===== src/rtl/mem_port_arbiter.sv =====
// rtl/mem_port_arbiter.sv - round-robin arbiter sharing one synchronous memory port between CPU and device
module mem_port_arbiter #(
  parameter int ADDR_W = 8,
  parameter int DATA_W = 16
) (
  input  logic              CLK,
  input  logic              reset,
  input  logic              cpu_req,
  input  logic              cpu_we,
  input  logic [ADDR_W-1:0] cpu_addr,
  input  logic [DATA_W-1:0] cpu_wdata,
  output logic              cpu_ack,
  output logic [DATA_W-1:0] cpu_rdata,
  input  logic              dev_req,
  input  logic              dev_we,
  input  logic [ADDR_W-1:0] dev_addr,
  input  logic [DATA_W-1:0] dev_wdata,
  output logic              dev_ack,
  output logic [DATA_W-1:0] dev_rdata,
  output logic [ADDR_W-1:0] mem_addr,
  output logic [DATA_W-1:0] mem_wdata,
  output logic              MemRead,
  output logic              MemWrite,
  input  logic [DATA_W-1:0] mem_rdata,
  output logic              busy,
  output logic              owner
);

  typedef enum logic [1:0] {
    IDLE  = 2'd0,
    ISSUE = 2'd1,
    RESP  = 2'd2
  } state_t;

  state_t              state;
  logic                we_q;
  logic                any_req;
  logic                grant_dev;
  logic                sel_we;
  logic [ADDR_W-1:0]   sel_addr;
  logic [DATA_W-1:0]   sel_wdata;

  // On a tie the requester that did not hold the last grant wins.
  assign any_req   = cpu_req | dev_req;
  assign grant_dev = dev_req & (~cpu_req | ~owner);
  assign sel_we    = grant_dev ? dev_we    : cpu_we;
  assign sel_addr  = grant_dev ? dev_addr  : cpu_addr;
  assign sel_wdata = grant_dev ? dev_wdata : cpu_wdata;

  always_ff @(posedge CLK or posedge reset) begin
    if (reset) begin
      state     <= IDLE;
      we_q      <= 1'b0;
      owner     <= 1'b1;
      busy      <= 1'b0;
      MemRead   <= 1'b0;
      MemWrite  <= 1'b0;
      cpu_ack   <= 1'b0;
      dev_ack   <= 1'b0;
      mem_addr  <= '0;
      mem_wdata <= '0;
      cpu_rdata <= '0;
      dev_rdata <= '0;
    end else begin
      MemRead  <= 1'b0;
      MemWrite <= 1'b0;
      cpu_ack  <= 1'b0;
      dev_ack  <= 1'b0;
      case (state)
        IDLE: begin
          if (any_req) begin
            owner     <= grant_dev;
            we_q      <= sel_we;
            mem_addr  <= sel_addr;
            mem_wdata <= sel_wdata;
            MemRead   <= ~sel_we;
            MemWrite  <= sel_we;
            // A write completes in the strobe cycle itself.
            cpu_ack   <= sel_we & ~grant_dev;
            dev_ack   <= sel_we & grant_dev;
            busy      <= 1'b1;
            state     <= ISSUE;
          end
        end
        ISSUE: begin
          if (we_q) begin
            busy  <= 1'b0;
            state <= IDLE;
          end else begin
            cpu_ack <= ~owner;
            dev_ack <= owner;
            state   <= RESP;
          end
        end
        RESP: begin
          if (owner) begin
            dev_rdata <= mem_rdata;
          end else begin
            cpu_rdata <= mem_rdata;
          end
          busy  <= 1'b0;
          state <= IDLE;
        end
        default: begin
          busy  <= 1'b0;
          state <= IDLE;
        end
      endcase
    end
  end

endmodule


===== config.mk =====
export PLATFORM = sky130hd
export DESIGN_NAME = mem_port_arbiter
export DESIGN_NICKNAME = d
export VERILOG_FILES = /design/src/rtl/mem_port_arbiter.sv
export SDC_FILE = /design/constraint.sdc
export NUM_CORES = 1
export LEC_CHECK = 0
export CAP_MARGIN = 25
export CELL_PAD_IN_SITES_DETAIL_PLACEMENT = 0
export CELL_PAD_IN_SITES_GLOBAL_PLACEMENT = 1
export CORE_ASPECT_RATIO = 1.5
export CORE_MARGIN = 2
export CORE_UTILIZATION = 30
export CTS_CLUSTER_DIAMETER = 150
export DETAILED_ROUTE_END_ITERATION = 7
export PLACE_DENSITY_LB_ADDON = 0.1
export SLEW_MARGIN = 15
export SYNTH_ARGS = -nofsm -noshare
export SYNTH_HDL_FRONTEND = slang
export SYNTH_SLANG_ARGS = --single-unit
export TNS_END_PERCENT = 20

===== constraint.sdc =====
create_clock -name CLK -period 3.2 [get_ports CLK]
set_clock_uncertainty 0.2 [all_clocks]
set_input_delay 0.64 -clock CLK [delete_from_list [all_inputs] [get_ports CLK]]
set_output_delay 0.64 -clock CLK [all_outputs]
set_load 0.01 [all_outputs]

==> results.toml, run 1 <==
[run_status]
status = "finished, final reports clean"

[sta]
fin_tns_setup_ps = 0
relSlewSlack = 0.409
setup_violations = 0
hold_viol = 0
min_period_ps = 2390
fmax_mhz = 418
finalCritPeriodShare = 0.748
tightest_slew_ps = 886
final_max_slew_viol_count = 0
rsz0062_at_grt = "no"
setup_ws_ps = 806

[layout]
fill_cells = 821
layout_common_cells = "131 x clkdlybuf4s50_1, 64 x dfrtp_1, 50 x nand2_1, 32 x mux2_2, 28 x a21oi_1"
drive_gt1_frac = 0.156
stdcell_count = 475
num_antenna_cells = 0
layout.nets = 433
synthToLayoutAreaGrowth_pct = 61.5
layout_commonest_cell = "clkdlybuf4s50_1"

[setup_path]
path_buf_inv = 1
cpMaxStageDelayCell = "dfstp_2"
rrSetupSlack_ps = 1240
crit_path_end_kind = "output pin"
r2r_start = "state[0]"
critPathKind = "reg2out"
crit_arrival_ps = 1550
cpPeakStageDelay_ps = 660
path_cells = "clkdlybuf4s50_1"
reg2reg_depth = 2
worstReg2RegEnd = "cpu_rdata[9]"
path_max_fanout = 9
start_kind = "register"
crit_family = "flip-flops"
worstPathRequired_ps = 2360

[grt]
track_usage = 0.156
grt_pass1_vias = 2382
antenna_found_initial = 0
gr-total-overflow = 0
grt_max_degree = 40
grt_pass1_wl_um = 11400

[synth]
yosys_warnings = 0
synth-seq-area-share = 0.602
syn_inst = 233
syn-cell-area_sq_um = 2700
syn_avg_cell_area_sq_um = 11.6
synth.largest_area_cell = "dfrtp_1"
ys_types = 25
ys_seq_elements = 65
synth_top_area_share = 0.592
synthTopCellsByArea = "dfrtp_1 59%, mux2_2 13%, nand2_1 6.9%, a31oi_1 6.0%, a21oi_1 5.2%"
synth_fp_nets = 303

[pwr]
vdd_drop_max_mv = 0.394
power_density_nw_per_um2 = 968
leakagePower_nw = 1.81

[clock_tree]
htree_levels = 3
postCtsSetupBuffers = 0
clockRootBuffer = "clkbuf_16"
cts_buffer_depth = 2
clkSinkCount = 65
cts_resized = 0
clkLatencyLatePin_ps = 320
cts_buffers = 9
cts_hold_buf = 0
path_clk_slew_ps = 50
cts_tree = "yes"

[placement]
dp_slack_ps = 760
place_congestion = 0.711
dp_cells = 462
port_buffers = 131
hpwl_um = 5090

[min_path]
worst_hold_path.num_cells = 1
hold_class = "reg2reg"
whs_endpoint = "state[1]"
worstHoldStart = "we_q"

[die]
io_pins = 132
die_area_sq_um = 9800
initial_core_util = 0.308
die-height_um = 120
die_w_um = 81.5
core_sq_um = 8780
placementRows = 42

[drt]
ant_nets = 0
routed_wl_um = 7310
wl_per_cell_um = 15.4
viasPerCell = 4.80
drc_errors = 0
num_vias = 2280
firstDrtPassIters = 5
drt-initial-drc-count = 80

[run]
maxCapViolCount = 0
metal layers:
metal  part of all wire  track usage  vias up  wire length (um)
li1                   -            -     1075                 -
met5                  0            0        -                 0
met2               0.51        0.270      106              3730
met1               0.38        0.169     1086              2780
met4              0.024       0.0858        0               175
met3              0.085       0.0418       13               625
flip-flops by register name (all words and copies together) (netlist names):
signal / cells
mem_addr: 8
busy: 1
we_q: 1
cpu_ack: 1
dev_ack: 1
cpu_rdata: 16
state: 2
owner: 1
MemWrite: 1
dev_rdata: 16
mem_wdata: 16
MemRead: 1
worst max path at each step:
stage | startpoint | endpoint | slack (ps) | depth (start not counted)
2_1_floorplan | reset | MemRead | 740 | 1
3_3_place_gp | cpu_req | MemRead | 740 | 4
3_5_place_dp | cpu_req | MemRead | 760 | 4
4_1_cts | owner | owner | 780 | 1
5_1_grt | owner | owner | 750 | 1
6_report | owner | owner | 810 | 1
cell families (layout without fill, tap and decap cells):
family	Yosys count	count (layout)	synth area share
simple gates	59	59	0.0972
compound gates	58	58	0.126
buf+inv	19	151	0.0412
flops	65	65	0.602
mux	32	32	0.133
where the power goes:
part | switching [mW] | internal, mW
logic | 0.778 | 1.09
registers | 0.232 | 1.24
clock network | 0.308 | 0.573
synthesized netlist by cell type:
library cell / number
nor3b_1: 1
nand2_2: 1
inv_2: 1
or2_1: 1
a21oi_1: 28
a21boi_2: 1
dfstp_2: 1
and3_1: 1
clkbuf_8: 1
buf_6: 1
nand3b_2: 1
dfrtp_1: 64
o22a_1: 1
buf_4: 3
mux2_2: 32
clkbuf_1: 2
nor3b_4: 1
buf_2: 9
nor2_1: 1
nand3b_1: 2
a21bo_2: 1
o2bb2ai_1: 1
inv_1: 2
a31oi_1: 26
nand2_1: 50
final cells by class:
cell class              instances  area, sq um  area share
inverters                       3         11.3     0.00258
well taps                     110          138      0.0315
flip-flops and latches         65         1630       0.373
multi-input cells             149          967       0.221
repair buffers                135         1350       0.310
clock buffers                  13          270      0.0619
per-stage QoR:
stage | power (mW) | hold WS (ps) | instance area [sq um] | util
floorplan | 2.36 | 246 | 2700 | -
CTS | 4.30 | 297 | 4370 | 0.498
finish | 4.23 | 292 | 4370 | 0.498
detailed placement | 3.39 | 287 | 4100 | 0.467
global route | 4.51 | 311 | 4370 | 0.498
global placement | 3.37 | 284 | 4100 | 0.467
(Power assumes the default switching activity.)
==> run 2, diff against run 1 <==
--- a/config.mk
+++ b/config.mk
@@ -10,7 +10,7 @@
 export CELL_PAD_IN_SITES_GLOBAL_PLACEMENT = 1
 export CORE_ASPECT_RATIO = 1.5
 export CORE_MARGIN = 2
-export CORE_UTILIZATION = 30
+export CORE_UTILIZATION = 27
 export CTS_CLUSTER_DIAMETER = 150
 export DETAILED_ROUTE_END_ITERATION = 7
 export PLACE_DENSITY_LB_ADDON = 0.1
==> constraint.sdc (replaced) <==
create_clock -name CLK -period 2.11 [get_ports CLK]
set_clock_uncertainty 0.2 [all_clocks]
set_input_delay 0.422 -clock CLK [delete_from_list [all_inputs] [get_ports CLK]]
set_output_delay 0.422 -clock CLK [all_outputs]
set_load 0.01 [all_outputs]
==> run 2 against run 1 <==
Net effect:
- final area up 4.0%
- critical path type unchanged
- combinational power up 57%
- critical path depth unchanged
- clock power up 92%
- critical endpoint unchanged
==> results.toml, run 2 (same netlist as run 1, synthesis figures left out) <==
[clock_tree]
clkSinkCount = 65
cts_hold_buf = 0
clkLatencyLatePin_ps = 320
path_clk_slew_ps = 60
clockRootBuffer = "clkbuf_16"
cts_tree = "yes"
cts_buffers = 9
htree_levels = 3
cts_buffer_depth = 2

[setup_path]
cpPeakStageDelay_ps = 650
start_kind = "register"
rrSetupSlack_ps = 300
crit_family = "flip-flops"
cpMaxStageDelayCell = "dfstp_2"
worstPathRequired_ps = 1490
worstReg2RegEnd = "dev_rdata[14]"
r2r_start = "owner"
path_cells = "dlygate4sd2_1"
crit_arrival_ps = 1300
reg2reg_depth = 2
path_max_fanout = 9
path_buf_inv = 1
crit_path_end_kind = "output pin"
critPathKind = "reg2out"

[drt]
firstDrtPassIters = 4
wl_per_cell_um = 15.0
viasPerCell = 4.61
ant_nets = 0
drt-initial-drc-count = 38
routed_wl_um = 7330
drc_errors = 0
num_vias = 2259

[run_status]
status = "finished, final reports clean"

[sta]
setup_violations = 0
whs_ps = 263
finalCritPeriodShare = 0.909
min_period_ps = 1920
fmax_mhz = 522
hold_viol = 0
rsz0062_at_grt = "no"
fin_tns_setup_ps = 0
relSlewSlack = 0.677
final_max_slew_viol_count = 0
setup_ws_ps = 193
tightest_slew_ps = 481

[grt]
grt_pass1_vias = 2323
track_usage = 0.139
grt_max_degree = 35
grt_pass1_wl_um = 11700
gr-total-overflow = 0
antenna_found_initial = 0

[run]
maxCapViolCount = 0

[placement]
dp_slack_ps = 133
hpwl_um = 5290
place_congestion = 0.741
port_buffers = 131

[die]
core_sq_um = 9690
io_pins = 132
die-height_um = 127
initial_core_util = 0.279
die_w_um = 85.7
placementRows = 44
die_area_sq_um = 10800

[layout]
reg_top3 = "cpu_rdata x16, dev_rdata x16, mem_wdata x16"
multi_input_area_sq_um = 967
drive_gt1_frac = 0.181
layout_commonest_cell = "clkdlybuf4s50_1"
seq_area_sq_um = 1630
layout_common_cells = "130 x clkdlybuf4s50_1, 64 x dfrtp_1, 50 x nand2_1, 32 x mux2_2, 28 x a21oi_1"
synthToLayoutAreaGrowth_pct = 67.9
num_antenna_cells = 0
fill_cells = 943
layout.nets = 440
fin_util = 0.469

[pwr]
leakagePower_nw = 1.88
vdd_drop_max_mv = 0.675
power.total_mw = 6.87
power_density_nw_per_um2 = 1510

[min_path]
hold_class = "in2async"
run 2: cell types whose count changed in the layout (fill, tap and decap cells not counted):
| cell | change |
|---|---|
| buf_12 | +3 |
| clkdlybuf4s50_1 | -1 |
| clkbuf_1 | -1 |
| clkinv_2 | +1 |
| clkinv_4 | +1 |
| inv_2 | -1 |
| clkbuf_8 | -3 |
| clkinvlp_4 | +3 |
| bufinv_16 | +3 |
| buf_4 | +4 |
| dlygate4sd2_1 | +1 |
run 2: layout make-up:
type | instances | area share
Inverter | 3 | 0.00331
Clock buffer | 9 | 0.0496
Timing Repair Buffer | 142 | 0.318
Clock inverter | 7 | 0.0262
Multi-Input combinational cell | 149 | 0.213
Tap cell | 115 | 0.0317
Sequential cell | 65 | 0.359
run 2: per-stage QoR:
stage / instance area, sq um / instances
after detailed placement: 4200 / 474
after global routing: 4540 / 490
after CTS: 4540 / 490
after floorplan: 2710 / 233
after global placement: 4200 / 474
final: 4540 / 490
run 2: worst reg2reg max path, stage by stage, from the launching register on:
cell and delay, ps:
dfstp_2 650, nand3b_2 420, mux2_2 430
run 2: layer usage:
metal,up-vias,part of all wire,global-route usage,wire length [um]
met2,81,0.52,0.237,3810
met1,1082,0.39,0.158,2890
met3,5,0.072,0.0423,525
li1,1091,-,-,-
met5,-,0,0,0
met4,0,0.013,0.0644,98
run 2: worst max-delay path by stage:
stage,from,endpoint,slack (ps),depth (start not counted)
after CTS,owner,owner,170,1
after floorplan,owner,cpu_rdata[10],440,4
after global routing,owner,owner,130,1
final,owner,owner,190,1
after detailed placement,cpu_req,mem_wdata[13],130,6
after global placement,cpu_req,mem_addr[7],140,6
run 2: where the power goes:
| part | total [mW] | leakage (nW) | internal (mW) | switching [mW] |
|---|---|---|---|---|
| sequential | 2.24 | 0.763 | 1.88 | 0.360 |
| combinational | 2.93 | 0.954 | 1.74 | 1.19 |
| clock | 1.69 | 0.162 | 1.15 | 0.541 |
run 2: timing repair:
item,CTS,global route
gates resized for setup,1,0
setup endpoints to repair,1,0
setup buffers,0,0
